### config.mk
export PLATFORM = sky130hd
export DESIGN_NAME = rram_array_pulser_flat
export DESIGN_NICKNAME = d
export VERILOG_FILES = /design/src/rtl/rram_test_pkg.sv /design/src/rtl/rram_array_pulser_if.sv /design/src/rtl/rram_pulse_timer.sv /design/src/rtl/rram_array_pulser.sv /design/src/flat_wrapper.sv
export SDC_FILE = /design/constraint.sdc
export NUM_CORES = 1
export LEC_CHECK = 0
export ABC_AREA = 0
export BUFFER_PORTS_ARGS = -buffer_cell sky130_fd_sc_hd__buf_4
export CORE_ASPECT_RATIO = 1.2
export CORE_MARGIN = 2
export CORE_UTILIZATION = 48
export CTS_CLUSTER_DIAMETER = 60
export DETAILED_ROUTE_END_ITERATION = 10
export PLACE_DENSITY_LB_ADDON = 0.12
export SYNTH_ARGS = -nofsm -noshare
export SYNTH_HDL_FRONTEND = slang
export SYNTH_SLANG_ARGS = --single-unit
export TNS_END_PERCENT = 10
### constraint.sdc
create_clock -name clk -period 2.1 [get_ports clk]
set_input_delay 0.525 -clock clk [delete_from_list [all_inputs] [get_ports clk]]
set_output_delay 0.525 -clock clk [all_outputs]
set_load 0.01 [all_outputs]
### src/rtl/rram_test_pkg.sv
// Shared types for the RRAM pulse sequencer: operation codes, FSM states,
// phase-length type and a small op-decode helper.
package rram_test_pkg;

  typedef enum logic [1:0] {
    OP_READ  = 2'd0,
    OP_SET   = 2'd1,
    OP_RESET = 2'd2,
    OP_FORM  = 2'd3
  } op_e;

  typedef enum logic [2:0] {
    ST_IDLE,
    ST_SETUP,
    ST_PULSE,
    ST_SENSE,
    ST_HOLD,
    ST_RESP
  } state_e;

  // Length of a setup/hold phase in clock cycles.
  typedef int unsigned phase_len_t;

  // SET and FORM both drive the top electrode through the bit line.
  function automatic logic drives_bl(input op_e op);
    return (op == OP_SET) || (op == OP_FORM);
  endfunction

endpackage

### src/rtl/rram_array_pulser_if.sv
// Command/response handshake bundle between the register front-end and the
// pulse sequencer.
interface rram_array_pulser_if
  import rram_test_pkg::*;
#(
  parameter int ROWS    = 2,
  parameter int COLS    = 2,
  parameter int PW_BITS = 8
);
  localparam int RW = $clog2(ROWS) + 1;
  localparam int CW = $clog2(COLS) + 1;

  logic               cmd_valid;
  logic               cmd_ready;
  op_e                cmd_op;
  logic [RW-1:0]      cmd_row;
  logic [CW-1:0]      cmd_col;
  logic [PW_BITS-1:0] cmd_pw;
  logic               resp_valid;
  logic               resp_ready;
  logic               resp_data;
  logic               resp_err;

  modport master (
    output cmd_valid, cmd_op, cmd_row, cmd_col, cmd_pw, resp_ready,
    input  cmd_ready, resp_valid, resp_data, resp_err
  );

  modport slave (
    input  cmd_valid, cmd_op, cmd_row, cmd_col, cmd_pw, resp_ready,
    output cmd_ready, resp_valid, resp_data, resp_err
  );

endinterface

### src/rtl/rram_pulse_timer.sv
// Phase timer: loaded at the start of each phase, counts down to 1 and
// parks there; done marks the last cycle of the phase.
module rram_pulse_timer #(
  parameter int W = 9
) (
  input  logic         clk,
  input  logic         resetn,
  input  logic         load,
  input  logic [W-1:0] load_val,
  output logic         done
);
  logic [W-1:0] cnt_q, cnt_d;

  // Load wins over counting; saturate at 1 so the count never wraps.
  always_comb begin
    cnt_d = cnt_q;
    if (load) begin
      cnt_d = load_val;
    end else if (cnt_q > W'(1)) begin
      cnt_d = cnt_q - W'(1);
    end
  end

  // Count register.
  always_ff @(posedge clk) begin
    if (!resetn) cnt_q <= '0;
    else         cnt_q <= cnt_d;
  end

  assign done = (cnt_q == W'(1));

endmodule

### src/rtl/rram_array_pulser.sv
// Pulse sequencer for a ROWS x COLS 1T1R RRAM array. Runs one command at a
// time through setup, drive pulse, optional sense and hold phases. All line
// outputs are registered from the current state, so they trail the state by
// one cycle; abort overrides that decode so lines drop on the abort edge.
module rram_array_pulser
  import rram_test_pkg::*;
#(
  parameter int         ROWS      = 2,
  parameter int         COLS      = 2,
  parameter int         PW_BITS   = 8,
  parameter phase_len_t SETUP_CYC = 2,
  parameter phase_len_t HOLD_CYC  = 2
) (
  input  logic                  clk,
  input  logic                  resetn,
  rram_array_pulser_if.slave    bus,
  input  logic                  abort,
  input  logic [COLS-1:0]       sense_in,
  output logic [ROWS-1:0]       wl_en,
  output logic [COLS-1:0]       bl_drv,
  output logic [COLS-1:0]       sl_drv,
  output logic [COLS-1:0]       re_en,
  output logic                  form_hv,
  output logic                  busy
);
  localparam int RW = $clog2(ROWS) + 1;
  localparam int CW = $clog2(COLS) + 1;
  localparam int TW = PW_BITS + 1;

  state_e             state_q, state_d;
  op_e                op_q, op_d;
  logic [RW-1:0]      row_q, row_d;
  logic [CW-1:0]      col_q, col_d;
  logic [PW_BITS-1:0] pw_q, pw_d;
  logic               err_q, err_d;
  logic               data_q, data_d;

  logic [ROWS-1:0]    wl_en_q, wl_en_d;
  logic [COLS-1:0]    bl_drv_q, bl_drv_d;
  logic [COLS-1:0]    sl_drv_q, sl_drv_d;
  logic [COLS-1:0]    re_en_q, re_en_d;
  logic               form_hv_q, form_hv_d;
  logic               resp_valid_q, resp_valid_d;
  logic               resp_err_q, resp_err_d;
  logic               resp_data_q, resp_data_d;
  logic               cmd_ready_q, cmd_ready_d;
  logic               busy_q, busy_d;

  logic               timer_load;
  logic [TW-1:0]      timer_val;
  logic               timer_done;
  logic               active;
  logic               kill;
  logic               bad_addr;
  logic               sense_bit;

  assign active    = (state_q == ST_SETUP) || (state_q == ST_PULSE) ||
                     (state_q == ST_SENSE) || (state_q == ST_HOLD);
  assign kill      = active && abort;
  assign bad_addr  = (32'(bus.cmd_row) >= 32'(ROWS)) || (32'(bus.cmd_col) >= 32'(COLS));
  assign sense_bit = |(sense_in & (COLS'(1) << col_q));

  rram_pulse_timer #(.W(TW)) u_timer (
    .clk      (clk),
    .resetn   (resetn),
    .load     (timer_load),
    .load_val (timer_val),
    .done     (timer_done)
  );

  // Next-state logic: phase sequencing, command capture and abort override.
  always_comb begin
    state_d    = state_q;
    op_d       = op_q;
    row_d      = row_q;
    col_d      = col_q;
    pw_d       = pw_q;
    err_d      = err_q;
    data_d     = data_q;
    timer_load = 1'b0;
    timer_val  = '0;
    case (state_q)
      ST_IDLE: begin
        if (bus.cmd_valid && cmd_ready_q) begin
          op_d   = bus.cmd_op;
          row_d  = bus.cmd_row;
          col_d  = bus.cmd_col;
          pw_d   = bus.cmd_pw;
          data_d = 1'b0;
          err_d  = bad_addr;
          if (bad_addr) begin
            state_d = ST_RESP;
          end else begin
            state_d    = ST_SETUP;
            timer_load = 1'b1;
            timer_val  = TW'(SETUP_CYC);
          end
        end
      end
      ST_SETUP: begin
        if (timer_done) begin
          state_d    = ST_PULSE;
          timer_load = 1'b1;
          timer_val  = (pw_q == '0) ? TW'(1) : TW'(pw_q);
        end
      end
      ST_PULSE: begin
        if (timer_done) begin
          if (op_q == OP_READ) begin
            state_d = ST_SENSE;
          end else begin
            state_d    = ST_HOLD;
            timer_load = 1'b1;
            timer_val  = TW'(HOLD_CYC);
          end
        end
      end
      ST_SENSE: begin
        data_d     = sense_bit;
        state_d    = ST_HOLD;
        timer_load = 1'b1;
        timer_val  = TW'(HOLD_CYC);
      end
      ST_HOLD: begin
        if (timer_done) state_d = ST_RESP;
      end
      ST_RESP: begin
        if (resp_valid_q && bus.resp_ready) state_d = ST_IDLE;
      end
      default: state_d = ST_IDLE;
    endcase
    if (kill) begin
      state_d    = ST_RESP;
      err_d      = 1'b1;
      data_d     = 1'b0;
      timer_load = 1'b0;
    end
  end

  // Output decode from the current state; abort forces every line low.
  always_comb begin
    wl_en_d      = '0;
    bl_drv_d     = '0;
    sl_drv_d     = '0;
    re_en_d      = '0;
    form_hv_d    = 1'b0;
    if (active && !kill) begin
      wl_en_d   = ROWS'(1) << row_q;
      form_hv_d = (op_q == OP_FORM);
      if (state_q == ST_PULSE && drives_bl(op_q)) bl_drv_d = COLS'(1) << col_q;
      if (state_q == ST_PULSE && op_q == OP_RESET) sl_drv_d = COLS'(1) << col_q;
      if ((state_q == ST_PULSE || state_q == ST_SENSE) && op_q == OP_READ)
        re_en_d = COLS'(1) << col_q;
    end
    resp_valid_d = (state_q == ST_RESP) && !(resp_valid_q && bus.resp_ready);
    resp_err_d   = resp_valid_d && err_q;
    resp_data_d  = resp_valid_d && data_q;
    cmd_ready_d  = (state_d == ST_IDLE);
    busy_d       = (state_d != ST_IDLE);
  end

  // Control and output registers; reset returns to IDLE with all lines low.
  always_ff @(posedge clk) begin
    if (!resetn) begin
      state_q      <= ST_IDLE;
      err_q        <= 1'b0;
      data_q       <= 1'b0;
      wl_en_q      <= '0;
      bl_drv_q     <= '0;
      sl_drv_q     <= '0;
      re_en_q      <= '0;
      form_hv_q    <= 1'b0;
      resp_valid_q <= 1'b0;
      resp_err_q   <= 1'b0;
      resp_data_q  <= 1'b0;
      cmd_ready_q  <= 1'b1;
      busy_q       <= 1'b0;
    end else begin
      state_q      <= state_d;
      err_q        <= err_d;
      data_q       <= data_d;
      wl_en_q      <= wl_en_d;
      bl_drv_q     <= bl_drv_d;
      sl_drv_q     <= sl_drv_d;
      re_en_q      <= re_en_d;
      form_hv_q    <= form_hv_d;
      resp_valid_q <= resp_valid_d;
      resp_err_q   <= resp_err_d;
      resp_data_q  <= resp_data_d;
      cmd_ready_q  <= cmd_ready_d;
      busy_q       <= busy_d;
    end
  end

  // Captured command fields; only consulted while a command is in flight.
  always_ff @(posedge clk) begin
    op_q  <= op_d;
    row_q <= row_d;
    col_q <= col_d;
    pw_q  <= pw_d;
  end

  assign wl_en          = wl_en_q;
  assign bl_drv         = bl_drv_q;
  assign sl_drv         = sl_drv_q;
  assign re_en          = re_en_q;
  assign form_hv        = form_hv_q;
  assign busy           = busy_q;
  assign bus.cmd_ready  = cmd_ready_q;
  assign bus.resp_valid = resp_valid_q;
  assign bus.resp_err   = resp_err_q;
  assign bus.resp_data  = resp_data_q;

endmodule

### src/flat_wrapper.sv
// flat-port wrapper written by rule: the top's interface ports become plain ports
module rram_array_pulser_flat import rram_test_pkg::*;
#(
  parameter int         ROWS      = 2,
  parameter int         COLS      = 2,
  parameter int         PW_BITS   = 8,
  parameter phase_len_t SETUP_CYC = 2,
  parameter phase_len_t HOLD_CYC  = 2
)
  (clk, resetn, abort, sense_in, wl_en, bl_drv, sl_drv, re_en, form_hv, busy, bus_cmd_valid, bus_cmd_op, bus_cmd_row, bus_cmd_col, bus_cmd_pw, bus_resp_ready, bus_cmd_ready, bus_resp_valid, bus_resp_data, bus_resp_err);
  rram_array_pulser_if #(.ROWS(ROWS), .COLS(COLS), .PW_BITS(PW_BITS)) bus_i ();
  input  logic clk;
  input  logic resetn;
  input  logic abort;
  input  logic [COLS-1:0] sense_in;
  output logic [ROWS-1:0] wl_en;
  output logic [COLS-1:0] bl_drv;
  output logic [COLS-1:0] sl_drv;
  output logic [COLS-1:0] re_en;
  output logic form_hv;
  output logic busy;
  input wire logic [$bits(bus_i.cmd_valid)-1:0] bus_cmd_valid;
  input wire logic [$bits(bus_i.cmd_op)-1:0] bus_cmd_op;
  input wire logic [$bits(bus_i.cmd_row)-1:0] bus_cmd_row;
  input wire logic [$bits(bus_i.cmd_col)-1:0] bus_cmd_col;
  input wire logic [$bits(bus_i.cmd_pw)-1:0] bus_cmd_pw;
  input wire logic [$bits(bus_i.resp_ready)-1:0] bus_resp_ready;
  output wire logic [$bits(bus_i.cmd_ready)-1:0] bus_cmd_ready;
  output wire logic [$bits(bus_i.resp_valid)-1:0] bus_resp_valid;
  output wire logic [$bits(bus_i.resp_data)-1:0] bus_resp_data;
  output wire logic [$bits(bus_i.resp_err)-1:0] bus_resp_err;
  assign bus_i.cmd_valid = bus_cmd_valid;
  assign bus_i.cmd_op = bus_cmd_op;
  assign bus_i.cmd_row = bus_cmd_row;
  assign bus_i.cmd_col = bus_cmd_col;
  assign bus_i.cmd_pw = bus_cmd_pw;
  assign bus_i.resp_ready = bus_resp_ready;
  assign bus_cmd_ready = bus_i.cmd_ready;
  assign bus_resp_valid = bus_i.resp_valid;
  assign bus_resp_data = bus_i.resp_data;
  assign bus_resp_err = bus_i.resp_err;
  rram_array_pulser #(.ROWS(ROWS), .COLS(COLS), .PW_BITS(PW_BITS), .SETUP_CYC(SETUP_CYC), .HOLD_CYC(HOLD_CYC)) u_core (.clk(clk), .resetn(resetn), .bus(bus_i), .abort(abort), .sense_in(sense_in), .wl_en(wl_en), .bl_drv(bl_drv), .sl_drv(sl_drv), .re_en(re_en), .form_hv(form_hv), .busy(busy));
endmodule
## Word-level counts from Yosys, hierarchy flattened

Cells that the tools add are included.

| word-level totals | value |
|---|---|
| input bits | 21 |
| word-level logic and storage cells | 102 |
| register bits | 42 |

| cells by class | value |
|---|---|
| add/sub/neg operators | 1 |
| shift-type cells | 2 |
| magnitude comparators | 3 |
| eq/ne operators | 10 |
| muxes and demuxes | 30 |
| reductions and logical operators | 36 |
| bitwise logic cells | 2 |

Operators with widths:

| cell | number |
|---|---|
| $mux 9 | 5 |
| $pmux 9 s4 | 1 |
| $mux 3 | 8 |
| $pmux 3 s6 | 1 |
| $logic_and 1x1->1 | 10 |
| $mux 1 | 10 |
| $eq 9x1->1 const B | 1 |
| $gt 9x1->1 const B | 1 |
| $reduce_and 3->1 | 3 |
| $sub 9x1->9 const B | 1 |
| $logic_not 8->1 | 1 |
| $mux 8 | 1 |
| $reduce_and 2->1 | 4 |
| $reduce_bool 2->1 | 4 |
| $eq 3x2->1 const B | 2 |
| $eq 3x3->1 const B | 2 |
| $logic_not 3->1 | 2 |
| $logic_or 1x1->1 | 6 |
| $eq 2x2->1 const B | 2 |
| $ge 2x2->1 const B | 2 |
| $mux 2 | 2 |
| $pmux 1 s4 | 1 |
| $reduce_or 2->1 | 2 |
| $shl 1x2->2 const A | 2 |
| other kinds (9) | 10 |

## Depth between registers and ports, before layout

| logic depth | value |
|---|---|
| depth after elaboration | 8 |
| gate-level depth with buffers | 8 |
| mapped depth without buffers | 8 |

## Cells and area by module

From an unflattened synthesis, not the netlist that was laid out.

| second synthesis, totals | value |
|---|---|
| cells, all modules | 178 |
| area, all modules | 1854.3 um2 |

By module, submodules not included:

| module | times used | area each (um2) | sequential area each (um2) | cells an instance |
|---|---|---|---|---|
| rram_array_pulser | 1 | 1310.0 | 800.8 | 116 |
| rram_pulse_timer | 1 | 544.3 | 180.2 | 62 |

## Least setup slack after synthesis

OpenSTA, ideal clock, no wires.

| path | value |
|---|---|
| path type | register to register |
| start point | register u_core.state_q[1] |
| end point | register u_core.u_timer.cnt_q[2] |
| arrival | 2.087 ns |
| data required time | 1.963 ns |
| setup slack | -0.124 ns |
| setup time | 0.137 ns |
| buffers on the path | 0 |
| cell stages (with the launch flop) | 7 |
| path through | dfxtp_1 > or2_1 > nor3_2 > nor3b_2 > o31ai_4 > nand4b_1 > o21ai_0 |

| between the ends | value |
|---|---|
| word-level cells in the longest chain between the ends | 7 |

RTL lines:

| item | RTL line | RTL |
|---|---|---|
| from (decl) | rram_array_pulser.sv:30 | `state_e state_q, state_d;` |
| from (signal assigned) | rram_array_pulser.sv:179 | `state_q <= state_d;` |
| $eq 3x1->1 or $eq 3x2->1 (tied branches) | rram_array_pulser.sv:57, rram_array_pulser.sv:82 |  |
| $logic_or 1x1->1 (2 in a row) | rram_array_pulser.sv:57 | `assign active = (state_q == ST_SETUP) \|\| (state_q == ST_PULSE) \|\|` |
| $logic_or 1x1->1 | rram_array_pulser.sv:58 | `(state_q == ST_SENSE) \|\| (state_q == ST_HOLD);` |
| $logic_and 1x1->1 | rram_array_pulser.sv:59 | `assign kill = active && abort;` |
| $mux 1 | rram_array_pulser.sv:132 | `if (kill) begin` |
| $mux 9 or $reduce_bool 2->1 (tied branches) | -- |  |
| to (signal assigned) | rram_pulse_timer.sv:27 | `else cnt_q <= cnt_d;` |
| to (decl) | rram_pulse_timer.sv:12 | `logic [W-1:0] cnt_q, cnt_d;` |

Several ways; a longest one is shown, not always the timed one.
A chain may end at the register's enable or synchronous reset.

## Worst setup path after layout

| path | value |
|---|---|
| start point | register u_core.u_timer.cnt_q[1] |
| end point | register u_core.u_timer.cnt_q[5] |

| between the ends | value |
|---|---|
| word-level cells in the longest chain between the ends | 5 |

RTL lines:

| item |
|---|
| parallel branches: the longest is 5 deep, another holds $sub 9x1->9 |

Several ways; the timed one is not identified. The select of a mux whose other input is x is not followed.

==> results.txt <==
Core area = 3600 um^2
Root Driver = clkbuf_8
P_leak = 0.891 nW
Final worst path period share = 87.6%
TNS Setup = 0 ns
Fin util = 62.0%
DPL Wire Length = 2.79 mm
Post-CTS setup buffer count = 0
Max-slew violations = 0
Number of placement rows = 24
Required @ worst endpoint = 2.30 ns
Largest net degree at the start of global routing = 22
CP cell instances = inv_1 > ha_1 > nor2b_1 > and4_4 > o31ai_4 > nand2_4 > o31ai_2
Most frequent cells in the layout = buf_4 (38), dfxtp_1 (28), nand2_1 (16), edfxtp_1 (14), nor2_1 (13)
TritonCTS clock tree = built
Synth Cell Area = 1800 um^2
Final GP Congestion = 0.854
Cts hold-fix bufs = 0
Cell variety after synth = 51
IO Count = 35
Simple-gate portion of the synthesized area = 26.5%
Highest metal layer with signal wires = met4
RSZ-0062 raised after global routing = no
Post-synthesis register bit count = 42
Reg power frac = 41.1%
Hold Crit Start = bus_cmd_col[0]
Pwr per Cell Area = 1320 nW/um^2
H-tree depth = 2
Diode count = 0
Full die area = 4260 um^2
Gate Count Post-Synth = 170
Wire per inst = 14.5 um
Outcome = complete, no violations
1st-pass router iterations = 4
Routed WL = 3.65 mm
Clock Latency Late Sink = 0.29 ns
Clock Skew = 0.00620 ns
Clk sinks = 42
Wire length on met1 = 1.44 mm
Internal power = 1.91 mW
Ys async rst share = 0%
Final setup fails = 0
Clock power share = 21.2%
Overall routing resource usage = 17.8%
Final #Nets = 235
Reg2Reg Depth = 7
Endpoint of the worst hold path = u_core.col_q[0]$_DFFE_PP_
Crit path DAT = 2.04 ns
Hold Path Depth = 1
Cell with the largest stage delay on the worst path = o31ai_4
Pre-CTS WS = 0.280 ns
Sw frac = 35.2%
Psw = 1.04 mW
Worst vdd ir = 0.745 mV
CP delay by family, top = compound AO/OA/AOI/OAI gates
Tot Pwr = 2.94 mW
Max clock buf depth = 2
Type of destination of the critical path = flip-flop
Most common flop cell mapped by yosys = dfxtp_1
Seq/Total Area, Yosys = 54.4%
Residual DRC = 0
Non-Filler Instances = 252
Reg2Reg Capture Point = u_core.u_timer.cnt_q[5]$_SDFFE_PN0P_
CP max FO = 10
Cells resized by post-CTS repair = 0
Syn Nets = 193
Worst path bufs/invs = 1
Initial drt markers = 71
Cells after DPL = 244
Post-synthesis mux area share = 1.18%
Layout area overhead = 23.9%
Fin worst setup slack = 0.261 ns
Vias in the first global route = 1388
Number of port buffers = 34
CTS buffer count = 5
R2R setup slack = 0.26 ns
Final Hold Viols = 0
Peak Freq = 0.544 GHz
Number of enable flip-flop cells after synthesis = 14
Initial antenna violation count = 0
R2r startpoint = u_core.u_timer.cnt_q[1]$_SDFFE_PN0P_
Max Cap Viol = 0
Fraction of layout cells with a size suffix above 1 = 25.8%
Met3 WL post-DR = 129 um
Slew headroom = 66.6%
Die span in x = 59.9 um
Largest family of logic cells by synthesized area = simple AND/OR/NAND/NOR gates
Crit-path max cell delay = 0.45 ns
Commonest non-fill, non-tap cell in the layout = buf_4
Synth warn = 0
First-pass GRT wire length = 5.82 mm
Met2 WL = 2.02 mm
Post-synthesis xor/xnor area fraction = 1.94%
Clock transition at the registers of the reported paths = 0.08 ns
Vias = 1409
Post-synthesis compound-gate area fraction = 12.1%
Initial Util = 50.0%
Grt ovf = 0
Crit path launch type = flip-flop
Combinational power share = 37.6%
Syn Area/Cell = 10.6 um^2
HP Class = primary input to flip-flop
Vias/cell = 5.59
Worst-Margin Slew = 0.501 ns
Die H = 71.1 um
Post-synthesis adder-cell area fraction = 1.94%
ANT nets after route = 0
Crit path time final = 1.84 ns
Setup CP Type = flip-flop to flip-flop
-- cells in the mapped netlist (all sizes together) (4+ instances only) --
library cell  number  share of area (%)
nor4               4                2.2
nand3             10                3.1
nor2              13                2.7
dfxtp             28                 31
nor3               5                1.7
nand2             17                4.0
a21oi              7                1.9
o21ai             11                3.1
edfxtp            14                 23
inv                4               0.83
and3               6                2.1
nor2b              4                1.4
-- cell type report --
cell class                 count  area [um^2]
inverter                       4         15.0
timing repair buffer          38          285
sequential                    42          981
tap                           39         48.8
fill                         307         1370
clock inverter                 2         37.5
clock buffer                   6         72.6
multi-input combinational    121          793
-- worst max path at each step --
stage	start	to	slack [ns]	depth (start not counted)
final	u_core.u_timer.cnt_q[1]$_SDFFE_PN0P_	u_core.u_timer.cnt_q[5]$_SDFFE_PN0P_	0.26	7
after global routing	u_core.u_timer.cnt_q[1]$_SDFFE_PN0P_	u_core.u_timer.cnt_q[5]$_SDFFE_PN0P_	0.11	7
after CTS	u_core.u_timer.cnt_q[1]$_SDFFE_PN0P_	u_core.u_timer.cnt_q[5]$_SDFFE_PN0P_	0.26	7
after detailed placement	u_core.u_timer.cnt_q[1]$_SDFFE_PN0P_	u_core.u_timer.cnt_q[2]$_SDFFE_PN0P_	0.28	8
after global placement	u_core.state_q[1]$_SDFF_PN0_	u_core.bus.cmd_ready$_SDFF_PN1_	0.33	7
after floorplan	u_core.state_q[1]$_SDFF_PN0_	u_core.u_timer.cnt_q[2]$_SDFFE_PN0P_	0.12	6
-- logic make-up after synthesis --
| logic type | count (synthesis) |
|---|---|
| and+or+nand+nor | 81 |
| DFF | 42 |
| AOI/OAI and AO/OA | 31 |
| buffers and inverters | 7 |
| xor gates and xnor gates | 4 |
| adders and majority gates | 3 |
| muxes | 2 |
-- flip-flops by register name, summed over array words and instances (netlist names) --
name / count
u_core.bus.resp_err: 1
u_core.pw_q: 8
u_core.state_q: 3
u_core.bus.resp_data: 1
u_core.bl_drv: 2
u_core.sl_drv: 2
u_core.row_q: 2
u_core.wl_en: 2
u_core.bus.resp_valid: 1
u_core.data_q: 1
u_core.busy: 1
u_core.form_hv: 1
u_core.col_q: 2
u_core.bus.cmd_ready: 1
u_core.op_q: 2
u_core.err_q: 1
u_core.re_en: 2
u_core.u_timer.cnt_q: 9
-- worst register-to-register path, cell delays in order (launching register included) --
cell	delay (ns)
dfxtp_1	0.35
inv_1	0.07
ha_1	0.21
nor2b_1	0.16
and4_4	0.22
o31ai_4	0.45
nand2_4	0.11
o31ai_2	0.18
-- per-stage QoR --
| step | hold slack, ns | area (um^2) |
|---|---|---|
| after global placement | 0.416 | 2120 |
| after detailed placement | 0.433 | 2120 |
| final | 0.407 | 2230 |
| after CTS | 0.398 | 2230 |
| after global routing | 0.395 | 2230 |
| after floorplan | 0.407 | 1810 |
-- power by group through the flow --
stage,Combinational (mW),Clock (mW),Sequential (mW)
after detailed placement,1.12,0,1.23
final,1.11,0.625,1.21
after CTS,1.12,0.640,1.21
after floorplan,0.782,0,1.20
after global routing,1.23,0.672,1.24
after global placement,1.08,0,1.22
-- routing by layer --
layer  GRT usage, %  vias to the layer above
met2           31.2                       35
met3           4.20                        8
met5              0                        -
met4           7.16                        0
li1               -                      706
met1           20.0                      660
(Power assumes the default switching activity.)
